### src/rtl/instr_pkg.sv
// Purpose: RV32I op enumeration, opcode/funct constants and format helpers shared by encoder and decoder.
// Latency: none, declarations only.
// Backpressure: not applicable.
package instr_pkg;

    // Request operation codes; values 12..15 are illegal and deliberately not named.
    typedef enum logic [3:0] {
        OPC_ADD   = 4'd0,
        OPC_SUB   = 4'd1,
        OPC_AND   = 4'd2,
        OPC_OR    = 4'd3,
        OPC_SLT   = 4'd4,
        OPC_LW    = 4'd5,
        OPC_SW    = 4'd6,
        OPC_ADDI  = 4'd7,
        OPC_AUIPC = 4'd8,
        OPC_JAL   = 4'd9,
        OPC_BEQ   = 4'd10,
        OPC_BLT   = 4'd11
    } in_op_e;

    localparam logic [6:0] OP_RTYPE  = 7'b0110011;
    localparam logic [6:0] OP_LOAD   = 7'b0000011;
    localparam logic [6:0] OP_STORE  = 7'b0100011;
    localparam logic [6:0] OP_IMM    = 7'b0010011;
    localparam logic [6:0] OP_AUIPC  = 7'b0010111;
    localparam logic [6:0] OP_JAL    = 7'b1101111;
    localparam logic [6:0] OP_BRANCH = 7'b1100011;

    localparam logic [2:0] F3_ADD_SUB = 3'b000;
    localparam logic [2:0] F3_AND     = 3'b111;
    localparam logic [2:0] F3_OR      = 3'b110;
    localparam logic [2:0] F3_SLT     = 3'b010;
    localparam logic [2:0] F3_LW      = 3'b010;
    localparam logic [2:0] F3_SW      = 3'b010;
    localparam logic [2:0] F3_ADDI    = 3'b000;
    localparam logic [2:0] F3_BEQ     = 3'b000;
    localparam logic [2:0] F3_BLT     = 3'b100;

    localparam logic [6:0] F7_BASE = 7'b0000000;
    localparam logic [6:0] F7_SUB  = 7'b0100000;

    // R-type layout: f7|rs2|rs1|f3|rd|opcode.
    function automatic logic [31:0] enc_r(input logic [6:0] f7, input logic [4:0] rs2,
                                          input logic [4:0] rs1, input logic [2:0] f3,
                                          input logic [4:0] rd);
        return {f7, rs2, rs1, f3, rd, OP_RTYPE};
    endfunction

    // I-type layout: imm[11:0]|rs1|f3|rd|opcode.
    function automatic logic [31:0] enc_i(input logic [11:0] imm, input logic [4:0] rs1,
                                          input logic [2:0] f3, input logic [4:0] rd,
                                          input logic [6:0] opc);
        return {imm, rs1, f3, rd, opc};
    endfunction

endpackage

### src/rtl/instr_field_pack.sv
// Purpose: map one request (op, registers, immediate) to its 32-bit RV32I word plus an illegal flag.
// Latency: combinational.
// Backpressure: none; pure function of its inputs.
module instr_field_pack
    import instr_pkg::*;
(
    input  logic [3:0]  op_i,
    input  logic [4:0]  rd_i,
    input  logic [4:0]  rs1_i,
    input  logic [4:0]  rs2_i,
    input  logic [31:0] imm_i,
    output logic [31:0] word_o,
    output logic        illegal_o
);

    // Select the format; jump/branch offsets must be even, anything else unknown is illegal.
    always_comb begin
        word_o    = 32'd0;
        illegal_o = 1'b0;
        case (op_i)
            OPC_ADD:   word_o = enc_r(F7_BASE, rs2_i, rs1_i, F3_ADD_SUB, rd_i);
            OPC_SUB:   word_o = enc_r(F7_SUB,  rs2_i, rs1_i, F3_ADD_SUB, rd_i);
            OPC_AND:   word_o = enc_r(F7_BASE, rs2_i, rs1_i, F3_AND,     rd_i);
            OPC_OR:    word_o = enc_r(F7_BASE, rs2_i, rs1_i, F3_OR,      rd_i);
            OPC_SLT:   word_o = enc_r(F7_BASE, rs2_i, rs1_i, F3_SLT,     rd_i);
            OPC_LW:    word_o = enc_i(imm_i[11:0], rs1_i, F3_LW,   rd_i, OP_LOAD);
            OPC_ADDI:  word_o = enc_i(imm_i[11:0], rs1_i, F3_ADDI, rd_i, OP_IMM);
            OPC_SW:    word_o = {imm_i[11:5], rs2_i, rs1_i, F3_SW, imm_i[4:0], OP_STORE};
            OPC_AUIPC: word_o = {imm_i[31:12], rd_i, OP_AUIPC};
            OPC_JAL: begin
                word_o    = {imm_i[20], imm_i[10:1], imm_i[11], imm_i[19:12], rd_i, OP_JAL};
                illegal_o = imm_i[0];
            end
            OPC_BEQ: begin
                word_o    = {imm_i[12], imm_i[10:5], rs2_i, rs1_i, F3_BEQ,
                             imm_i[4:1], imm_i[11], OP_BRANCH};
                illegal_o = imm_i[0];
            end
            OPC_BLT: begin
                word_o    = {imm_i[12], imm_i[10:5], rs2_i, rs1_i, F3_BLT,
                             imm_i[4:1], imm_i[11], OP_BRANCH};
                illegal_o = imm_i[0];
            end
            default:   illegal_o = 1'b1;
        endcase
    end

endmodule

### src/rtl/instr_encoder.sv
// Purpose: accept field-level requests, encode them and write consecutive instruction-memory words.
// Latency: 1 cycle from accepted request to imem write.
// Backpressure: in_ready low during reset/start or once DEPTH words are written; memory never stalls.
module instr_encoder
    import instr_pkg::*;
#(
    parameter int ADDR_W = 8,
    parameter int DEPTH  = 256,
    parameter int BASE   = 0
) (
    input  logic              clk,
    input  logic              reset,
    input  logic              start,
    input  logic              in_valid,
    output logic              in_ready,
    input  logic [3:0]        in_op,
    input  logic [4:0]        in_rd,
    input  logic [4:0]        in_rs1,
    input  logic [4:0]        in_rs2,
    input  logic [31:0]       in_imm,
    output logic              imem_we,
    output logic [ADDR_W-1:0] imem_addr,
    output logic [31:0]       imem_wdata,
    output logic [ADDR_W:0]   count,
    output logic              full,
    output logic              err
);

    localparam logic [ADDR_W-1:0] BASE_C  = ADDR_W'(BASE);
    localparam logic [ADDR_W:0]   DEPTH_C = (ADDR_W+1)'(DEPTH);

    logic              we_q;
    logic [ADDR_W-1:0] addr_q;
    logic [31:0]       wdata_q;
    logic [ADDR_W:0]   count_q;
    logic              full_q;
    logic              err_q;

    logic [31:0]       word;
    logic              illegal;
    logic              xfer;
    logic [ADDR_W:0]   count_inc;

    instr_field_pack u_pack (
        .op_i      (in_op),
        .rd_i      (in_rd),
        .rs1_i     (in_rs1),
        .rs2_i     (in_rs2),
        .imm_i     (in_imm),
        .word_o    (word),
        .illegal_o (illegal)
    );

    assign in_ready  = !reset && !start && !full_q;
    assign xfer      = in_valid && in_ready;
    assign count_inc = count_q + 1'b1;

    // Output register, write counter and sticky flags; start clears a program but not an in-flight write.
    always_ff @(posedge clk) begin
        if (reset) begin
            we_q    <= 1'b0;
            addr_q  <= BASE_C;
            wdata_q <= 32'd0;
            count_q <= '0;
            full_q  <= 1'b0;
            err_q   <= 1'b0;
        end else begin
            we_q <= 1'b0;
            if (start) begin
                addr_q  <= BASE_C;
                count_q <= '0;
                full_q  <= 1'b0;
                err_q   <= 1'b0;
            end else if (xfer) begin
                if (illegal) begin
                    err_q <= 1'b1;
                end else begin
                    we_q    <= 1'b1;
                    addr_q  <= BASE_C + count_q[ADDR_W-1:0];
                    wdata_q <= word;
                    count_q <= count_inc;
                    full_q  <= (count_inc == DEPTH_C);
                end
            end
        end
    end

    assign imem_we    = we_q;
    assign imem_addr  = addr_q;
    assign imem_wdata = wdata_q;
    assign count      = count_q;
    assign full       = full_q;
    assign err        = err_q;

endmodule

### config.mk
export PLATFORM = sky130hd
export DESIGN_NAME = instr_encoder
export DESIGN_NICKNAME = d
export VERILOG_FILES = /design/src/rtl/instr_pkg.sv /design/src/rtl/instr_field_pack.sv /design/src/rtl/instr_encoder.sv
export SDC_FILE = /design/constraint.sdc
export NUM_CORES = 1
export LEC_CHECK = 0
export BUFFER_PORTS_ARGS = -buffer_cell sky130_fd_sc_hd__buf_2
export CORE_MARGIN = 10
export CORE_UTILIZATION = 40
export CTS_CLUSTER_SIZE = 12
export DETAILED_ROUTE_END_ITERATION = 10
export MAX_ROUTING_LAYER = met4
export PLACE_DENSITY_LB_ADDON = 0.3
export SYNTH_ARGS = -nofsm -noshare
export SYNTH_HDL_FRONTEND = slang
export SYNTH_SLANG_ARGS = --single-unit
### constraint.sdc
create_clock -name clk -period 1.7 [get_ports clk]
set_input_delay 0.51 -clock clk [delete_from_list [all_inputs] [get_ports clk]]
set_output_delay 0.51 -clock clk [all_outputs]
set_load 0.02 [all_outputs]
# == Yosys cells after proc, flatten, opt, wreduce, memory -nomap -nowiden ==
# Cells that the tools add are included.
# totals
reg_bits,52
latchBits,0
ram_bits,0
rom_bits,0
inputBits,55
out_inout_bits,53
word_cells,39
n_memories,0
# classes
addsub,1
mul,0
n_div,0
order_cmp,0
n_eq_ne,12
shifts,0
mux,3
n_bitwise,3
reduce_logical,14
# op_table
op,count
one-hot mux 32 bit (12 select lines),1
"equality test 4 x 3 -> 1 bit, second input constant",4
"equality test 4 bit, second input constant",4
"adder 9 x 1 -> 9 bit, second input constant",1
"equality test 9 bit, second input constant",1
OR reduction 9 bit,1
"equality test 4 x 2 -> 1 bit, second input constant",2
OR reduction 3 bit,2
"equality test 4 x 1 -> 1 bit, second input constant",1
logical NOT 4 bit,1
AND reduction 2 bit,2
logical AND 1 bit,3
logical NOT 1 bit,3
NOT 1 bit,3
AND reduction 3 bit,1
one-hot mux 1 bit (2 select lines),1
OR reduction 2 bit,1
2-to-1 mux 1 bit,1

# == Longest topological paths before layout ==
# Gate-level depths: netlist (run 1).
# depth
ltp_word,6
ltp_mapped,8
depth_no_buf,5

# == Cells and area by module ==
# Synthesis (run 1) repeated with hierarchy kept, for this count alone.
# unflattened
hier_cells,366
area_unflattened_um2,2824.0
# modules_own_cells
mod,instances,cells_per_inst,area_per_inst_um2,seq_area_each_um2
instr_encoder,1,258,2100.8,1041.0
instr_field_pack,1,108,723.2,0.0

# == Least setup slack after synthesis (run 1) ==
# OpenSTA, ideal clock, no wires.
# synth_timing
kind,in2out
from,input start
to,output in_ready
arrival_time_ns,1.305
required_ns,1.190
slack_ns,-0.115
cell_stages,3
n_path_buf,1
path_cell_list,or2_2 clkbuf_1 nor2_1
# synth_between
elab_chain_len,3
# synth_rtl
item,line,rtl
from (decl),instr_encoder.sv:13,"input logic start,"
logical NOT 1 bit,instr_encoder.sv:54,assign in_ready = !reset && !start && !full_q;
logical AND 1 bit (2 in a row),instr_encoder.sv:54,
to (decl),instr_encoder.sv:15,"output logic in_ready,"
# Every way passes these cells.

# == Worst setup path in the final report (run 1) ==
# layout_timing
from,"register count_q[2], in the netlist count[2]"
to,output count[2]
# layout_lines
item,line,rtl
from (decl),instr_encoder.sv:35,logic [ADDR_W:0] count_q;
from (signal assigned),instr_encoder.sv:81,count_q <= count_inc;
to (decl),instr_encoder.sv:24,"output logic [ADDR_W:0] count,"
# No word-level cell between the ends.

==> results of run 1 <==
## metrics by stage
step	total power [mW]	cell area (µm²)
after global routing	2.55	3680
after CTS	2.45	3670
after detailed placement	1.73	3580
final	2.44	3680
after floorplan	1.51	2700
after global placement	1.72	3580
## state kept, by name (all words and copies together), names as in the netlist
register    flops
imem_we         1
imem_addr       8
count           9
full            1
imem_wdata     31
err             1
## cell usage in the layout, fill, tap and decap left out, types with 3 or more instances in the layout
cell type | netlist | final
nand2b_1 | 7 | 7
nor3_1 | 10 | 10
a221oi_1 | 8 | 8
nor3b_1 | 5 | 5
buf_4 | 2 | 45
o21ai_0 | 8 | 8
a21oi_1 | 39 | 39
buf_12 | 0 | 3
and3_1 | 5 | 5
o22ai_1 | 7 | 7
or3_1 | 4 | 4
buf_2 | 13 | 106
clkbuf_8 | 0 | 5
a22o_1 | 6 | 6
mux2_2 | 6 | 6
a211oi_1 | 6 | 6
inv_1 | 9 | 9
nand3_1 | 7 | 7
a2111o_1 | 4 | 4
nand2_1 | 39 | 39
nand3b_1 | 3 | 3
a311oi_1 | 6 | 6
a32oi_1 | 5 | 5
nand4_1 | 3 | 3
nor2b_1 | 3 | 3
dfxtp_1 | 51 | 50
nor2_1 | 37 | 36
## layout make-up
cell class	count	area, µm²
clock inverter	3	23.8
inverter	9	33.8
clock buffer	5	68.8
multi-input combinational	248	1510
tap	77	96.3
sequential	51	1020
fill	626	2780
timing repair buffer	154	928
## worst min path at each step
stage,to,cells past startpoint
2_1_floorplan,imem_wdata[6]$_SDFFE_PP0P_,2
3_3_place_gp,imem_addr[6]$_SDFFE_PP0P_,2
3_5_place_dp,imem_wdata[6]$_SDFFE_PP0P_,2
4_1_cts,imem_wdata[10]$_SDFFE_PP0P_,2
5_1_grt,imem_addr[3]$_SDFFE_PP0P_,2
6_report,imem_wdata[6]$_SDFFE_PP0P_,2
## synth_stat cells (all sizes together), types with 5 or more instances
cell,number
a21oi,39
nor2,38
o21ai,8
dfxtp,51
nand2,39
nand3,8
a211oi,6
nor3b,5
nor3,10
a32oi,5
a311oi,6
a221oi,8
nand2b,7
buf,15
clkbuf,16
mux2,6
a22o,6
inv,9
o22ai,7
and3,5
## kinds of logic (layout without fill, tap and decap cells)
family                     Yosys count  count (layout)  share of synthesized area [%]
xor gates and xnor gates             3               3                          0.977
adders and majority gates            2               2                          0.930
and+or+nand+nor                    133             133                           24.6
muxes                                6               6                           2.51
AOI/OAI and AO/OA                  104             104                           26.6
buffers and inverters               40             171                           6.46
DFF                                 51              51                           38.0
## power by group through the flow
stage / combinational (mW) / sequential, mW / clock, mW
after floorplan: 0.212 / 1.30 / 0
after global routing: 0.512 / 1.24 / 0.793
after detailed placement: 0.463 / 1.26 / 0
final: 0.466 / 1.24 / 0.734
after CTS: 0.465 / 1.24 / 0.745
after global placement: 0.456 / 1.26 / 0
## worst max-delay path, cell delays in order, from the launching register on
cell     delay [ps]
dfxtp_1         490
buf_4           180
buf_2           160
## metal layers
metal | vias to the layer above | track usage (%)
li1 | 1493 | -
met1 | 1359 | 21.0
met2 | 104 | 25.7
met3 | 6 | 4.45
met4 | 0 | 3.80
met5 | - | -
## what timing repair did
action                                  CTS  global route
endpoints found under the setup margin    1             2
gates cloned                              0             0
gates resized for setup                   1             2
==> results by group, run 1 <==
Critical path
  – CP arrival: 1130 ps
  – CP endpoint kind: output pin
  – Reg-to-reg slack, setup: 100 ps
  – CP startpoint kind: flip-flop
  – Critical Path RT: 1190 ps
  – Critical path origin: count[2]$_SDFFE_PP0P_
  – R2R Path End: full$_SDFFE_PP0P_
  – End of the critical path: count[2]
  – Crit path kind: reg -> out
  – Register-to-Register Path Depth: 5
  – Critical R2R Launch: count[0]$_SDFFE_PP0P_
  – Crit path max fanout: 8

Final layout
  – Core Util, Final: 57.0%
  – Area growth, synth to finish: 36.7%
  – Diodes inserted: 0
  – Share of cells above drive strength 1: 37.9%
  – Non-Filler Instances: 547
  – Nets@finish: 526

Synthesis
  – Synth area leader: dfxtp_1
  – Sequential share of the synthesized area: 38.0%
  – Top-area cell type share of the netlist area: 38.0%
  – Synth Area per Inst: 7.94 µm²
  – Post-synth top flop: dfxtp_1
  – Post-Syn Nets: 396
  – FFs w/ async S/R, synth: 0%
  – Synth area leaders: dfxtp_1 38%, a21oi_1 7.3%, nand2_1 5.4%, nor2_1 5.2%, a221oi_1 2.6%
  – FF+latch count, synth: 51
  – Gate Count Post-Synth: 339
  – Post-synth EDFFs: 0
  – Synthesized cell area: 2690 µm²
  – Yosys warns: 0
  – Unique masters post-synth: 50

Routing
  – M1 WL: 3730 µm
  – Overall routed net length: 8630 µm
  – Detail Route Antenna Nets: 0
  – Via count: 2962
  – Vias per Instance: 5.41
  – Top Metal Used: met4
  – Met3 wire len: 836 µm
  – DR DRC count: 0
  – Pre-antenna DRT Iters: 4
  – Initial drt markers: 154
  – Detailed route wirelength on metal2: 3980 µm
  – Post-DR wirelength/cell: 15.8 µm

Timing
  – Worst Tran Pin Value: 431 ps
  – Peak Freq: 609 MHz
  – Setup tns final: 0 ps
  – Final worst slack: 58.3 ps
  – Layout Skew: 15.1 ps
  – Final worst-path cycle share: 96.6%
  – Max-slew violations: 0
  – Final setup viols: 0
  – Hold slack: 464 ps
  – Min cycle time layout: 1640 ps
  – Final Hold Fails: 0
  – RSZ-0062 raised after global routing: false
  – Worst rel slew slack: 71.0%

Clock network
  – Worst-path clk slew: 110 ps
  – Worst skew pair latency: 310 ps
  – H-tree level count: 2
  – Setup Fix Bufs, Post-CTS: 0
  – Clock Path Buffers: 2
  – CTS Buf Count: 5
  – CTS tree: built
  – Hold_buf cts: 0
  – Clk sinks: 51
  – Root Buffer: clkbuf_8

Placement
  – IO buf count: 107
  – HPWL after detailed placement: 6760 µm
  – DP Cell Count: 539
  – Setup WS pre-CTS: -200 ps
  – Placer Congestion: 0.906

Pwr
  – P_int: 1.73 mW
  – Net Sw Frac: 29.0%
  – Power per Cell Area: 662 nW/µm²
  – Sequential share of power: 50.8%
  – Clock Power Share: 30.1%
  – Leakage power: 1.62 nW
  – Psw: 0.706 mW
  – Peak VDD IR: 0.374 mV
  – Comb power frac: 19.1%

Min path
  – Worst Hold Launch: imem_wdata[6]$_SDFFE_PP0P_
  – Min-delay worst type: reg -> reg

Global routing
  – First-pass GRT wire length: 13800 µm
  – Vias in the first global route: 2785
  – Initial antenna violation count: 0
  – Pin count of the biggest net entering global routing: 32
  – Global route total overflow: 0
  – GRT Overall Usage: 16.6%

Run
  – Max-cap violation count: 0

Floorplan
  – I/O pin count: 108
  – Initial core utilization: 41.7%
  – # rows: 29
  – Die Area: 10400 µm²
  – Core area: 6460 µm²
  – Width of the die: 102 µm
  – Die Ht: 102 µm

Status
  – Status: completed
(Power assumes the default switching activity.)
==> run 2: changes to the inputs <==
--- a/config.mk
+++ b/config.mk
@@ -8,10 +8,12 @@
 export BUFFER_PORTS_ARGS = -buffer_cell sky130_fd_sc_hd__buf_2
 export CORE_MARGIN = 10
 export CORE_UTILIZATION = 40
+export CTS_CLUSTER_DIAMETER = 30
 export CTS_CLUSTER_SIZE = 12
 export DETAILED_ROUTE_END_ITERATION = 10
 export MAX_ROUTING_LAYER = met4
 export PLACE_DENSITY_LB_ADDON = 0.3
+export RECOVER_POWER = 100
 export SYNTH_ARGS = -nofsm -noshare
 export SYNTH_HDL_FRONTEND = slang
 export SYNTH_SLANG_ARGS = --single-unit
==> constraint.sdc (replaced) <==
create_clock -name clk -period 2.1 [get_ports clk]
set_input_delay 0.63 -clock clk [delete_from_list [all_inputs] [get_ports clk]]
set_output_delay 0.63 -clock clk [all_outputs]
set_load 0.02 [all_outputs]
==> run 2 against run 1 <==
  * Sequential cell count did not move
  * Clock power fell by 24%
  * Hold slack worse by 7.9 ps
  * Largest power group unchanged
  * Wire length fell by 1.6%
  * Worst setup slack gained 110 ps
  * First-iteration DRC count rose by 23%
  * Utilization fell by 4.7 points
  * Highest routed layer unchanged
  * Non-clock buffer count is 28 lower
==> results by group, run 2 (synthesis gave the netlist of run 1 again) <==
Clock network
  – Clk sinks: 51
  – Worst skew pair latency: 300 ps
  – Clock Path Buffers: 2
  – Worst-path clk slew: 90 ps
  – Root Buffer: clkbuf_8
  – H-tree level count: 2
  – Post-CTS resize count: 0
  – CTS Buf Count: 5
  – CTS tree: built
  – Hold_buf cts: 0
  – Setup Fix Bufs, Post-CTS: 0

Routing
  – Initial drt markers: 190
  – Detail Route Antenna Nets: 0
  – Via count: 2841
  – DR DRC count: 0
  – Post-DR wirelength/cell: 16.4 µm
  – Vias per Instance: 5.47
  – Overall routed net length: 8490 µm
  – Pre-antenna DRT Iters: 4

Critical path
  – CP startpoint kind: input port
  – Crit path cell chain: buf_2 > or2_2 > nor2_1 > clkbuf_2
  – CP Buf/Inv Count: 2
  – Crit path kind: in -> out
  – CP max stage delay: 300 ps
  – CP endpoint kind: output pin
  – Critical Path RT: 1470 ps
  – CP max-delay cell: or2_2
  – CP arrival: 1300 ps
  – Crit path max fanout: 2
  – Largest delay share family, worst path: simple AND/OR/NAND/NOR gates

Global routing
  – Global route total overflow: 0
  – GRT Overall Usage: 15.8%
  – Pin count of the biggest net entering global routing: 30
  – Initial antenna violation count: 0
  – Vias in the first global route: 2637
  – First-pass GRT wire length: 13100 µm

Floorplan
  – I/O pin count: 108
  – Initial core utilization: 41.7%
  – Die Ht: 102 µm
  – Width of the die: 102 µm
  – Core area: 6460 µm²
  – # rows: 29
  – Die Area: 10400 µm²

Final layout
  – Number of flip-flops under the largest register name: 31
  – Layout filler cell count: 661
  – Share of cells above drive strength 1: 21.3%
  – Area growth, synth to finish: 25.5%
  – Diodes inserted: 0
  – Commonest cells after routing, fill and taps aside: 54 x buf_2, 53 x clkbuf_1, 51 x dfxtp_1
  – Multi-input gate area: 1490 µm²
  – Commonest non-fill, non-tap cell in the layout: buf_2
  – Nets@finish: 498
  – FF/Latch Area: 1020 µm²

Timing
  – Final setup viols: 0
  – Max-slew violations: 0
  – Final worst-path cycle share: 91.9%
  – Min cycle time layout: 1930 ps
  – Worst Tran Pin Value: 382 ps
  – Peak Freq: 518 MHz
  – Worst rel slew slack: 74.3%
  – Layout Skew: 7.62 ps
  – RSZ-0062 raised after global routing: false
  – Setup tns final: 0 ps
  – Final Hold Fails: 0
  – Hold slack: 456 ps

Placement
  – IO buf count: 107
  – HPWL after detailed placement: 6560 µm
  – Placer Congestion: 0.906

Pwr
  – Peak VDD IR: 0.329 mV
  – Power per Cell Area: 563 nW/µm²
  – Leakage power: 1.25 nW

Status
  – Status: completed

Min path
  – Min-delay worst type: reg -> reg

Run
  – Max-cap violation count: 0
-- run 2: worst paths after layout --
check	to	start	depth (start not counted)	slack [ps]
hold reg to reg	imem_wdata[11]$_SDFFE_PP0P_	imem_wdata[11]$_SDFFE_PP0P_	2	460
setup reg to reg	full$_SDFFE_PP0P_	count[0]$_SDFFE_PP0P_	5	380
setup / recovery	in_ready	start	4	170
hold / removal	imem_wdata[11]$_SDFFE_PP0P_	imem_wdata[11]$_SDFFE_PP0P_	2	460
-- run 2: area by class of cell --
class | instances | share of cell area [%]
flip-flops and latches | 51 | 30.2
clock inverters | 2 | 0.371
repair buffers | 126 | 19.3
multi-input cells | 248 | 44.1
clock buffers | 6 | 2.15
inverters | 9 | 1.00
well taps | 77 | 2.85
-- run 2: power breakdown --
| part | switching (mW) | internal [mW] | total (mW) |
|---|---|---|---|
| sequential | 0.0132 | 0.989 | 1.00 |
| combinational | 0.199 | 0.140 | 0.340 |
| clock | 0.324 | 0.234 | 0.558 |
| total | 0.537 | 1.36 | 1.90 |
-- run 2: worst reg2reg max path, cell delays in order (launching register included) --
cell,delay (ps)
dfxtp_1,380
ha_1,290
or4b_2,610
o41ai_1,100
o211ai_1,140
o22ai_1,130
-- run 2: per-layer routing --
layer	up-vias	GRT usage, %	wire length, µm
li1	1435	-	-
met1	1305	20.3	3810
met2	94	24.4	3870
met3	7	4.39	731
met4	0	3.25	80
met5	-	-	0
-- run 2: metrics by stage --
step           area, µm²  worst slack [ps]  std cells  power, mW  util (%)
2_1_floorplan       2690              44.9        339       1.22         -
3_3_place_gp        3360              77.3        511       1.36      52.1
3_5_place_dp        3360              30.3        511       1.37      52.1
4_1_cts             3450               170        519       1.92      53.4
5_1_grt             3380              56.1        519       1.99      52.3
6_report            3380               169        519       1.90      52.3
